--- src/rtl/router_pkg.sv ---
// Shared constants and width helpers for the packet router sync block.
// Latency: n/a (package only).
// Backpressure: n/a (package only).
package router_pkg;

    // Default build: three output channels, 30-cycle stall timeout.
    localparam int DEF_NUM_CH  = 3;
    localparam int DEF_TIMEOUT = 30;

    // Address width. It is never narrower than one bit, so a two-channel
    // build still carries a real address.
    function automatic int addr_w(input int num_ch);
        return (num_ch <= 2) ? 1 : $clog2(num_ch);
    endfunction

    // Stall counter width. It must be wide enough to hold TIMEOUT itself.
    function automatic int cnt_w(input int timeout);
        return $clog2(timeout + 1);
    endfunction

endpackage

--- src/rtl/stall_timer.sv ---
// Per-channel stall watchdog: one-cycle soft_reset pulse after TIMEOUT stalled cycles.
// Latency: pulse is registered, visible the cycle after the TIMEOUT-th stalled edge.
// Backpressure: none; observes vld/rd only. Repeats every TIMEOUT cycles while stalled.
//
// Ports:
//   clk, rst (async active-low)
//   vld        channel holds unread data
//   rd         downstream read this cycle
//   soft_reset registered flush pulse
module stall_timer
    import router_pkg::*;
#(
    parameter int TIMEOUT = DEF_TIMEOUT
) (
    input  logic clk,
    input  logic rst,
    input  logic vld,
    input  logic rd,
    output logic soft_reset
);

    localparam int CNT_W = cnt_w(TIMEOUT);

    logic [CNT_W-1:0] cnt_q, cnt_d;
    logic             pulse_q, pulse_d;
    logic             stall;

    assign stall = vld & ~rd;

    // The counter clears on the same edge that fires the pulse. A continuing
    // stall therefore starts a fresh TIMEOUT window, and the counter can
    // never wrap.
    always_comb begin
        cnt_d   = '0;
        pulse_d = 1'b0;
        if (stall) begin
            if (cnt_q == CNT_W'(TIMEOUT - 1)) begin
                pulse_d = 1'b1;
            end else begin
                cnt_d = cnt_q + CNT_W'(1);
            end
        end
    end

    always_ff @(posedge clk or negedge rst) begin
        if (!rst) begin
            cnt_q   <= '0;
            pulse_q <= 1'b0;
        end else begin
            cnt_q   <= cnt_d;
            pulse_q <= pulse_d;
        end
    end

    assign soft_reset = pulse_q;

endmodule

--- src/rtl/router_sync_n.sv ---
// Router synchronizer: latches the header address, steers write enable and full flag, and watches channels for stalls.
// Latency: wr_en, fifo_full and vld_out are combinational; addr_err and soft_reset are registered (1 cycle).
// Backpressure: fifo_full mirrors the addressed channel. Invalid addresses drop writes and never stall.
//
// Ports:
//   clk, rst (async active-low)
//   din/detect_addr   header address and its strobe
//   wr_en_reg         upstream write request
//   full/empty/rd_en  per-channel FIFO status and downstream read
//   wr_en             one-hot FIFO write enable
//   fifo_full         full flag of the addressed channel
//   vld_out           per-channel data valid
//   soft_reset        per-channel flush pulse
//   addr_err          one-cycle pulse for an out-of-range address
module router_sync_n
    import router_pkg::*;
#(
    parameter  int NUM_CH  = DEF_NUM_CH,
    parameter  int TIMEOUT = DEF_TIMEOUT,
    localparam int ADDR_W  = addr_w(NUM_CH)
) (
    input  logic              clk,
    input  logic              rst,
    input  logic [ADDR_W-1:0] din,
    input  logic              detect_addr,
    input  logic              wr_en_reg,
    input  logic [NUM_CH-1:0] full,
    input  logic [NUM_CH-1:0] empty,
    input  logic [NUM_CH-1:0] rd_en,
    output logic [NUM_CH-1:0] wr_en,
    output logic              fifo_full,
    output logic [NUM_CH-1:0] vld_out,
    output logic [NUM_CH-1:0] soft_reset,
    output logic              addr_err
);

    // One extra bit, so NUM_CH itself fits when it is a power of two.
    localparam logic [ADDR_W:0] NUM_CH_W = (ADDR_W + 1)'(NUM_CH);

    logic [ADDR_W-1:0] addr_q, addr_d;
    logic              addr_vld_q, addr_vld_d;
    logic              addr_err_q, addr_err_d;
    logic              din_in_range;

    assign din_in_range = ({1'b0, din} < NUM_CH_W);

    always_comb begin
        addr_d     = addr_q;
        addr_vld_d = addr_vld_q;
        addr_err_d = 1'b0;
        if (detect_addr) begin
            addr_d     = din;
            addr_vld_d = din_in_range;
            addr_err_d = ~din_in_range;
        end
    end

    always_ff @(posedge clk or negedge rst) begin
        if (!rst) begin
            addr_q     <= '0;
            addr_vld_q <= 1'b0;
            addr_err_q <= 1'b0;
        end else begin
            addr_q     <= addr_d;
            addr_vld_q <= addr_vld_d;
            addr_err_q <= addr_err_d;
        end
    end

    // Steering uses the latched address only. A header strobe in the same
    // cycle as a write therefore takes effect one cycle later.
    always_comb begin
        wr_en     = '0;
        fifo_full = 1'b0;
        for (int i = 0; i < NUM_CH; i++) begin
            if (addr_vld_q && (addr_q == ADDR_W'(i))) begin
                wr_en[i]  = wr_en_reg;
                fifo_full = full[i];
            end
        end
    end

    assign vld_out  = ~empty;
    assign addr_err = addr_err_q;

    for (genvar g = 0; g < NUM_CH; g++) begin : g_timer
        stall_timer #(
            .TIMEOUT (TIMEOUT)
        ) u_stall_timer (
            .clk        (clk),
            .rst        (rst),
            .vld        (vld_out[g]),
            .rd         (rd_en[g]),
            .soft_reset (soft_reset[g])
        );
    end

endmodule

--- config.mk ---
export PLATFORM = sky130hd
export DESIGN_NAME = router_sync_n
export DESIGN_NICKNAME = d
export VERILOG_FILES = /design/src/rtl/router_pkg.sv /design/src/rtl/stall_timer.sv /design/src/rtl/router_sync_n.sv
export SDC_FILE = /design/constraint.sdc
export NUM_CORES = 1
export LEC_CHECK = 0
export ABC_AREA = 1
export BUFFER_PORTS_ARGS = -buffer_cell sky130_fd_sc_hd__buf_4
export CORE_ASPECT_RATIO = 0.7
export CORE_MARGIN = 2
export CORE_UTILIZATION = 51
export CTS_CLUSTER_SIZE = 40
export DETAILED_ROUTE_END_ITERATION = 16
export PLACE_DENSITY = 0.82
export REMOVE_ABC_BUFFERS = 1
export SLEW_MARGIN = 20
export SYNTH_ARGS = -nofsm -noshare
export SYNTH_HDL_FRONTEND = slang
export SYNTH_SLANG_ARGS = --single-unit
--- constraint.sdc ---
create_clock -name clk -period 1.4 [get_ports clk]
set_input_delay 0.42 -clock clk [delete_from_list [all_inputs] [get_ports clk]]
set_output_delay 0.42 -clock clk [all_outputs]
set_load 0.01 [all_outputs]
==> flow_results.xml, run 1 <==
<?xml version="1.0" encoding="UTF-8"?>
<metrics>
  <group name="clocking">
    <metric name="ctsRootBufferMaster" unit="">clkbuf_4</metric>
    <metric name="tritoncts" unit="">done</metric>
    <metric name="cts_htree_levels" unit="">1</metric>
    <metric name="cts_buffers" unit="">3</metric>
    <metric name="insertion_delay" unit="ns">0.31</metric>
    <metric name="cts.reportedPaths.clkPinSlew" unit="ns">0.11</metric>
    <metric name="ctsLongestPathBuffers" unit="">2</metric>
    <metric name="clock_sinks" unit="">22</metric>
  </group>
  <group name="synthesis">
    <metric name="synthDominantAreaCellType" unit="">dfrtp_1</metric>
    <metric name="syn_area_per_cell" unit="um^2">8.709</metric>
    <metric name="synthCells" unit="">126</metric>
    <metric name="warnings_synthesis" unit="">0</metric>
    <metric name="synth.lib_cells_used.distinct" unit="">14</metric>
    <metric name="synth.yosys.seq_area_share" unit="%">50.17</metric>
    <metric name="synth.top_cell.area_share" unit="%">50.17</metric>
    <metric name="synthTopCellsByArea" unit="">dfrtp_1 (50%), nor2_1 (7.5%), nand2_1 (7.2%)</metric>
    <metric name="synth_seq_cells" unit="">22</metric>
    <metric name="syn-cell-area" unit="um^2">1097</metric>
  </group>
  <group name="worst_setup_path">
    <metric name="critical_path_buf_inv_count" unit="">2</metric>
    <metric name="setup.worst_path.end_class" unit="">primary output</metric>
    <metric name="critical_path_class" unit="">flip-flop to primary output</metric>
    <metric name="reg2regPathDepth" unit="">5</metric>
    <metric name="critical_path.max_stage_delay" unit="ns">0.43</metric>
    <metric name="cp-start-kind" unit="">flip-flop</metric>
    <metric name="worst_path_fanout_max" unit="">5</metric>
    <metric name="r2r_start" unit="">g_timer[0].u_stall_timer.cnt_q[1]</metric>
    <metric name="worstPathArrival" unit="ns">1.17</metric>
    <metric name="cpLargestDelayFamily" unit="">flip-flops</metric>
    <metric name="crit_chain" unit="">inv_2, nand4_1, nand3_2, buf_6</metric>
    <metric name="crit_path_top_delay_cell" unit="">dfrtp_1</metric>
    <metric name="timing.critical_path.required" unit="ns">0.98</metric>
    <metric name="worstReg2RegEnd" unit="">g_timer[0].u_stall_timer.cnt_q[3]</metric>
    <metric name="r2r_setup_slack" unit="ns">0.28</metric>
  </group>
  <group name="timing">
    <metric name="final-setup-viol-count" unit="">4</metric>
    <metric name="maxSlewHeadroom" unit="%">81.71</metric>
    <metric name="finalWorstPathRequiredPeriod" unit="ns">1.590</metric>
    <metric name="timing.final.hold_violations" unit="">0</metric>
    <metric name="timing.clock.skew" unit="ns">0.002844</metric>
    <metric name="timing.final.ws_setup" unit="ns">-0.1902</metric>
    <metric name="slew_violations" unit="">0</metric>
    <metric name="worst_slew_pin_tran" unit="ns">0.2744</metric>
    <metric name="rsz0062_at_grt" unit="">yes</metric>
    <metric name="finalHoldWorstSlack" unit="ns">0.3214</metric>
    <metric name="fin_crit_sh" unit="%">113.6</metric>
    <metric name="fmax" unit="MHz">628.9</metric>
  </group>
  <group name="floorplanning">
    <metric name="floorplan.initialDensity" unit="%">52.64</metric>
    <metric name="design.core.area" unit="um^2">2085</metric>
    <metric name="dieWidth" unit="um">59.44</metric>
    <metric name="dieArea" unit="um^2">2545</metric>
    <metric name="die_height" unit="um">42.81</metric>
    <metric name="io_pins" unit="">26</metric>
    <metric name="core.rowCount" unit="">14</metric>
  </group>
  <group name="final_layout">
    <metric name="antennaDiodeCount" unit="">0</metric>
    <metric name="num-fill-cells" unit="">167</metric>
    <metric name="final_core_util" unit="%">63.99</metric>
    <metric name="syn2layout_area_growth" unit="%">21.55</metric>
    <metric name="final_nets" unit="">174</metric>
    <metric name="drive_gt1_share" unit="%">26.49</metric>
  </group>
  <group name="detailed_routing">
    <metric name="num_vias" unit="">862</metric>
    <metric name="routed_wire_length_per_instance" unit="um">10.99</metric>
    <metric name="drt.antenna.violating_nets" unit="">0</metric>
    <metric name="route.final.wire_length" unit="um">1923</metric>
    <metric name="drcViolationCount" unit="">0</metric>
    <metric name="drt-pass1-iter-count" unit="">3</metric>
    <metric name="dr.first_iter.drc_count" unit="">6</metric>
    <metric name="vias_per_cell" unit="">4.926</metric>
  </group>
  <group name="global_route">
    <metric name="grt_antenna_before_repair" unit="">0</metric>
    <metric name="number_of_global_route_vias_before_repair" unit="">771</metric>
    <metric name="overflow" unit="">0</metric>
    <metric name="global_route_wire_length_before_repair" unit="um">3153</metric>
    <metric name="grt_max_degree" unit="">23</metric>
    <metric name="gr-usage-all-layers" unit="%">16.82</metric>
  </group>
  <group name="power_and_ir_drop">
    <metric name="p_switching" unit="mW">0.2749</metric>
    <metric name="switching_share" unit="%">24.91</metric>
    <metric name="irDropWorstVdd" unit="mV">0.5533</metric>
    <metric name="p_leak" unit="nW">0.6829</metric>
    <metric name="power_frac_seq" unit="%">60.8</metric>
    <metric name="cell_internal_pwr" unit="mW">0.8287</metric>
    <metric name="power-per-cell-area" unit="nW/um^2">827.5</metric>
    <metric name="clock_power_share" unit="%">25.7</metric>
    <metric name="p_comb_share" unit="%">13.5</metric>
  </group>
  <group name="place">
    <metric name="place_congestion" unit="">0.7694</metric>
    <metric name="port_buffers" unit="">25</metric>
    <metric name="dpl.hpwl" unit="um">1417</metric>
  </group>
  <group name="run">
    <metric name="cap_viol_max_count" unit="">0</metric>
  </group>
  <group name="worst_hold_path">
    <metric name="hold_path_end" unit="">addr_q[1]</metric>
    <metric name="min_path_cells" unit="">2</metric>
    <metric name="hold_path_startpoint" unit="">detect_addr</metric>
    <metric name="holdCritPathClass" unit="">input port to flip-flop</metric>
  </group>
  <group name="outcome">
    <metric name="failing_checks" unit="">negative setup slack</metric>
    <metric name="outcome" unit="">complete, but fails checks</metric>
  </group>
</metrics>
## kinds of logic (layout without fill, tap and decap cells)
| family | after synthesis | after routing | share of synthesized area [%] |
|---|---|---|---|
| buffers and inverters | 24 | 49 | 10.26 |
| AOI/OAI and AO/OA | 5 | 5 | 3.307 |
| and+or+nand+nor | 66 | 66 | 27.02 |
| adders and majority gates | 6 | 6 | 6.841 |
| DFF | 22 | 22 | 50.17 |
| xor gates and xnor gates | 3 | 3 | 2.395 |
## how the worst max path moves through the flow
stage	from	end	slack, ns	cells past startpoint
2_1_floorplan	addr_q[0]	wr_en[0]	0.20	3
3_3_place_gp	wr_en_reg	wr_en[0]	0.14	4
3_5_place_dp	wr_en_reg	wr_en[0]	0.1	4
4_1_cts	addr_q[1]	fifo_full	-0.20	4
5_1_grt	addr_q[1]	fifo_full	-0.28	4
6_report	addr_q[1]	fifo_full	-0.19	4
## power groups by stage
stage	logic [mW]	clock network, mW	registers, mW
after floorplan	0.0545	0	0.679
final	0.149	0.284	0.671
after detailed placement	0.132	0	0.682
after global routing	0.167	0.319	0.675
after global placement	0.127	0	0.680
after CTS	0.141	0.296	0.671
## per-layer routing
metal	global-route usage [%]	vias to the layer above	share of wire (%)
met2	28.13	17	49
met3	6.402	5	5.1
met5	0	-	0
met1	19.56	392	45
li1	-	448	-
met4	5.909	0	1.2
## synth_stat cells (all sizes together)
| cell | instances |
|---|---|
| ha | 6 |
| nand3 | 8 |
| nor3b | 3 |
| o21ai | 5 |
| nand4 | 8 |
| buf | 6 |
| dfrtp | 22 |
| inv | 18 |
| nor2 | 22 |
| nor3 | 2 |
| xnor2 | 3 |
| nand2 | 23 |
## layout make-up
cell class	count	area, um^2	share of cell area [%]
clock buffer	3	22.52	1.689
timing repair buffer	28	216.5	16.23
multi-input combinational	80	446.7	33.49
tap	24	30.03	2.251
inverter	18	67.56	5.066
sequential	22	550.5	41.28
## cell usage in the layout (no fill, tap or decap)
| master | n |
|---|---|
| nor3_2 | 1 |
| nand4_1 | 8 |
| nand3_1 | 7 |
| buf_4 | 26 |
| xnor2_1 | 3 |
| nand2_2 | 3 |
| buf_6 | 1 |
| inv_2 | 2 |
| nor3_1 | 1 |
| o21ai_0 | 2 |
| nor3b_1 | 3 |
| ha_1 | 6 |
| nand2_1 | 20 |
| nand3_2 | 1 |
| o21ai_2 | 3 |
| dlygate4sd3_1 | 1 |
| dfrtp_1 | 22 |
| clkbuf_4 | 3 |
| nor2_1 | 22 |
| inv_1 | 16 |
## flip-flops by register name (all words and copies together), names as in the netlist
name and count:
g_timer.u_stall_timer.cnt_q 15, addr_q 2, addr_err 1, addr_vld_q 1
g_timer.u_stall_timer.soft_reset 3
## repair_timing
| item | in CTS | in global routing |
|---|---|---|
| hold endpoints to repair | 22 | 0 |
| gates cloned | 0 | 0 |
| setup endpoints to repair | 4 | 4 |
| hold buffers | 1 | 0 |
| buffers inserted | 1 | 1 |
| pin swaps | 0 | 2 |
| gates resized for setup | 4 | 2 |
## stage by stage
step	instances	setup TNS, ns	power, mW	cell area (um^2)	worst slack [ns]
after floorplan	120	0	0.7333	1052	0.1955
after global placement	169	0	0.8070	1270	0.1401
after detailed placement	169	0	0.8137	1270	0.09893
after CTS	174	-0.7067	1.108	1318	-0.1955
after global routing	175	-0.9984	1.160	1334	-0.2782
final	175	-0.6654	1.104	1334	-0.1902
(Power assumes the default switching activity.)
==> inputs of run 2 (changes only) <==
CORE_UTILIZATION = 53   (was 51)
PLACE_DENSITY = 0.84   (was 0.82)
SYNTH_HIERARCHICAL = 1   (was unset)
==> run 2 against run 1 <==
Effect of this change: the flow still finishes with violations (negative setup slack); count of clock-buffer cells in the layout rose by 1; cell area rose by 13%; clock skew increased by 0.0078 ns; largest power group unchanged; highest routed layer unchanged.
==> flow_results.xml, run 2 <==
<?xml version="1.0" encoding="UTF-8"?>
<metrics>
  <group name="outcome">
    <metric name="outcome" unit="">complete, but fails checks</metric>
    <metric name="failing_checks" unit="">negative setup slack</metric>
  </group>
  <group name="synthesis">
    <metric name="warnings_synthesis" unit="">6</metric>
    <metric name="async_reset_ff_share" unit="%">100.0</metric>
    <metric name="yosys.cell_count.top_type" unit="">dfrtp_1</metric>
    <metric name="synthTopCellsByArea" unit="">dfrtp_1 (46%), nor2_2 (8.4%), ha_1 (6.3%)</metric>
    <metric name="synth.lib_cells_used.distinct" unit="">17</metric>
    <metric name="synth.yosys.seq_area_share" unit="%">46.17</metric>
    <metric name="edff_count_synth" unit="">0</metric>
    <metric name="yosys-top-cells-count" unit="">dfrtp_1 (22), inv_1 (20), nand2_1 (17)</metric>
    <metric name="synth_seq_cells" unit="">22</metric>
    <metric name="syn-cell-area" unit="um^2">1192</metric>
    <metric name="synth-compound-area-share" unit="%">3.043</metric>
    <metric name="yosys-mux-area-fraction" unit="%">0</metric>
    <metric name="syn_area_per_cell" unit="um^2">9.172</metric>
    <metric name="synth.top_cell.area_share" unit="%">46.17</metric>
    <metric name="post_synth_xor_area_fraction" unit="%">2.204</metric>
    <metric name="synth_top_family_by_area" unit="">simple AND/OR/NAND/NOR gates</metric>
    <metric name="synth_simple_gate_area_share" unit="%">33.79</metric>
    <metric name="synth-adder-area-share" unit="%">6.296</metric>
    <metric name="yosys_most_used_dff" unit="">dfrtp_1</metric>
    <metric name="synthCells" unit="">130</metric>
    <metric name="synthDominantAreaCellType" unit="">dfrtp_1</metric>
  </group>
  <group name="floorplanning">
    <metric name="io_pins" unit="">26</metric>
    <metric name="dieWidth" unit="um">60.69</metric>
    <metric name="design.core.area" unit="um^2">2137</metric>
    <metric name="die_height" unit="um">43.69</metric>
    <metric name="floorplan.initialDensity" unit="%">55.80</metric>
    <metric name="dieArea" unit="um^2">2651</metric>
    <metric name="core.rowCount" unit="">14</metric>
  </group>
  <group name="detailed_routing">
    <metric name="drt-pass1-iter-count" unit="">4</metric>
    <metric name="route.final.wire_length" unit="um">2096</metric>
    <metric name="vias_per_cell" unit="">4.608</metric>
    <metric name="drcViolationCount" unit="">0</metric>
    <metric name="drt.antenna.violating_nets" unit="">0</metric>
    <metric name="routed_wire_length_per_instance" unit="um">10.80</metric>
    <metric name="dr.first_iter.drc_count" unit="">42</metric>
    <metric name="num_vias" unit="">894</metric>
  </group>
  <group name="clocking">
    <metric name="tritoncts" unit="">done</metric>
    <metric name="insertion_delay" unit="ns">0.31</metric>
    <metric name="cts_buffers" unit="">3</metric>
    <metric name="clock_sinks" unit="">22</metric>
    <metric name="ctsLongestPathBuffers" unit="">2</metric>
    <metric name="cts_htree_levels" unit="">1</metric>
    <metric name="cts.reportedPaths.clkPinSlew" unit="ns">0.12</metric>
    <metric name="ctsRootBufferMaster" unit="">clkbuf_4</metric>
  </group>
  <group name="final_layout">
    <metric name="design_area_final" unit="um^2">1509</metric>
    <metric name="final-seq-area" unit="um^2">551.8</metric>
    <metric name="drive_gt1_share" unit="%">48.15</metric>
    <metric name="num-fill-cells" unit="">169</metric>
    <metric name="final_nets" unit="">184</metric>
    <metric name="syn2layout_area_growth" unit="%">26.55</metric>
    <metric name="max_reg_flops" unit="">15</metric>
    <metric name="non_filler_instance_count_after_layout" unit="">194</metric>
    <metric name="final_cell_mix" unit="">buf_4 (26), dfrtp_1 (21), inv_1 (19), nor2_2 (18), nand2_1 (16)</metric>
    <metric name="final_core_util" unit="%">70.61</metric>
    <metric name="multiInputGateArea" unit="um^2">563.0</metric>
    <metric name="antennaDiodeCount" unit="">0</metric>
    <metric name="layout.cells.most_common" unit="">buf_4</metric>
    <metric name="regMostFlops" unit="">g_timer.u_stall_timer/cnt_q</metric>
  </group>
  <group name="timing">
    <metric name="timing.clock.skew" unit="ns">0.01064</metric>
    <metric name="timing.final.hold_violations" unit="">0</metric>
    <metric name="fin_crit_sh" unit="%">114.2</metric>
    <metric name="worst_slew_pin_tran" unit="ns">0.2754</metric>
    <metric name="slew_violations" unit="">0</metric>
    <metric name="maxSlewHeadroom" unit="%">81.64</metric>
    <metric name="finalHoldWorstSlack" unit="ns">0.2601</metric>
    <metric name="rsz0062_at_grt" unit="">yes</metric>
    <metric name="finalWorstPathRequiredPeriod" unit="ns">1.599</metric>
    <metric name="fmax" unit="MHz">625.3</metric>
    <metric name="final-setup-viol-count" unit="">4</metric>
    <metric name="timing.final.ws_setup" unit="ns">-0.1992</metric>
  </group>
  <group name="global_route">
    <metric name="grt_max_degree" unit="">23</metric>
    <metric name="gr-usage-all-layers" unit="%">18.48</metric>
    <metric name="number_of_global_route_vias_before_repair" unit="">857</metric>
    <metric name="overflow" unit="">0</metric>
    <metric name="grt_antenna_before_repair" unit="">0</metric>
    <metric name="global_route_wire_length_before_repair" unit="um">3539</metric>
  </group>
  <group name="place">
    <metric name="dpl.hpwl" unit="um">1604</metric>
    <metric name="place_congestion" unit="">0.7644</metric>
    <metric name="port_buffers" unit="">25</metric>
    <metric name="placed_cells" unit="">187</metric>
    <metric name="dpl_cell_area" unit="um^2">1420</metric>
  </group>
  <group name="worst_setup_path">
    <metric name="cp-start-kind" unit="">flip-flop</metric>
    <metric name="setup.worst_path.end_class" unit="">primary output</metric>
    <metric name="worstPathArrival" unit="ns">1.18</metric>
    <metric name="critical_path_class" unit="">flip-flop to primary output</metric>
    <metric name="worst_path_fanout_max" unit="">6</metric>
    <metric name="timing.critical_path.required" unit="ns">0.98</metric>
  </group>
  <group name="power_and_ir_drop">
    <metric name="clock_power_share" unit="%">28.6</metric>
    <metric name="power.total" unit="mW">1.191</metric>
    <metric name="power-per-cell-area" unit="nW/um^2">789.3</metric>
    <metric name="cell_internal_pwr" unit="mW">0.8948</metric>
    <metric name="irDropWorstVdd" unit="mV">0.6622</metric>
    <metric name="p_switching" unit="mW">0.2961</metric>
    <metric name="p_comb_share" unit="%">14.7</metric>
    <metric name="switching_share" unit="%">24.87</metric>
    <metric name="p_leak" unit="nW">0.7900</metric>
    <metric name="power_frac_seq" unit="%">56.7</metric>
  </group>
  <group name="worst_hold_path">
    <metric name="holdCritPathClass" unit="">input port to flip-flop</metric>
  </group>
  <group name="run">
    <metric name="cap_viol_max_count" unit="">0</metric>
  </group>
</metrics>
==> run 2: cell count changes in the layout (fill, tap and decap cells not counted), sizes merged <==
cell    previous run  this run
a21oi              0         3
clkbuf             3         4
inv               18        27
nand3              8        11
nand4              8         4
nor2              22        23
nor3               2         6
nor3b              3         0
o21ai              5         2
==> run 2: logic make-up (layout without fill, tap and decap cells) <==
kind of cell / Yosys count / in the layout
and+or+nand+nor: 67 / 67
buffers and inverters: 27 / 59
DFF: 22 / 22
adders and majority gates: 6 / 6
AOI/OAI and AO/OA: 5 / 5
xor gates and xnor gates: 3 / 3
==> run 2: layout make-up <==
type | count | area share, %
clock buffers | 4 | 2.405
repair buffers | 28 | 14.34
well taps | 32 | 2.653
inverters | 27 | 6.716
flip-flops and latches | 22 | 36.57
multi-input cells | 81 | 37.31
==> run 2: metrics by stage <==
stage,setup WS (ns),setup TNS (ns)
after floorplan,0.2035,0
after global placement,0.1218,0
after detailed placement,0.05694,0
after CTS,-0.1946,-0.7351
after global routing,-0.2695,-1.017
final,-0.1992,-0.7337
==> run 2: what timing repair did <==
action	in CTS	in global routing
hold buffers	1	0
buffers inserted	1	1
pin swaps	0	3
setup endpoints to repair	4	4
resized for setup	5	4
hold endpoints to repair	22	0
==> run 2: worst paths after layout <==
path | start | end | slack [ns] | cells after the start
max | addr_q[1] | wr_en[1] | -0.20 | 2
min | rd_en[1] | g_timer[1].u_stall_timer/soft_reset | 0.26 | 2
max reg2reg | g_timer[2].u_stall_timer/cnt_q[0] | g_timer[2].u_stall_timer/cnt_q[3] | 0.30 | 6
min reg2reg | g_timer[0].u_stall_timer/cnt_q[0] | g_timer[0].u_stall_timer/cnt_q[0] | 0.53 | 1
max in group asynchronous | rst | addr_q[1] | 0.64 | 2
min in group asynchronous | rst | g_timer[2].u_stall_timer/soft_reset | 0.51 | 2
==> run 2: power groups by stage <==
stage | Sequential, mW | Clock (mW) | Combinational, mW
2_1_floorplan | 0.681 | 0 | 0.0741
3_3_place_gp | 0.683 | 0 | 0.148
3_5_place_dp | 0.685 | 0 | 0.156
4_1_cts | 0.674 | 0.358 | 0.169
5_1_grt | 0.678 | 0.383 | 0.196
6_report | 0.675 | 0.341 | 0.175
==> run 2: layer usage <==
layer	part of all wire, %	vias up	track usage (%)
met5	0	-	0
met4	1.2	0	6.957
met3	3.8	4	5.672
met2	52	14	31.18
met1	43	415	22.24
li1	-	461	-
==> run 2: worst max-delay path: stages, from the launching register on <==
cell     delay [ns]
dfrtp_2        0.47
nor3_1         0.24
buf_4          0.16
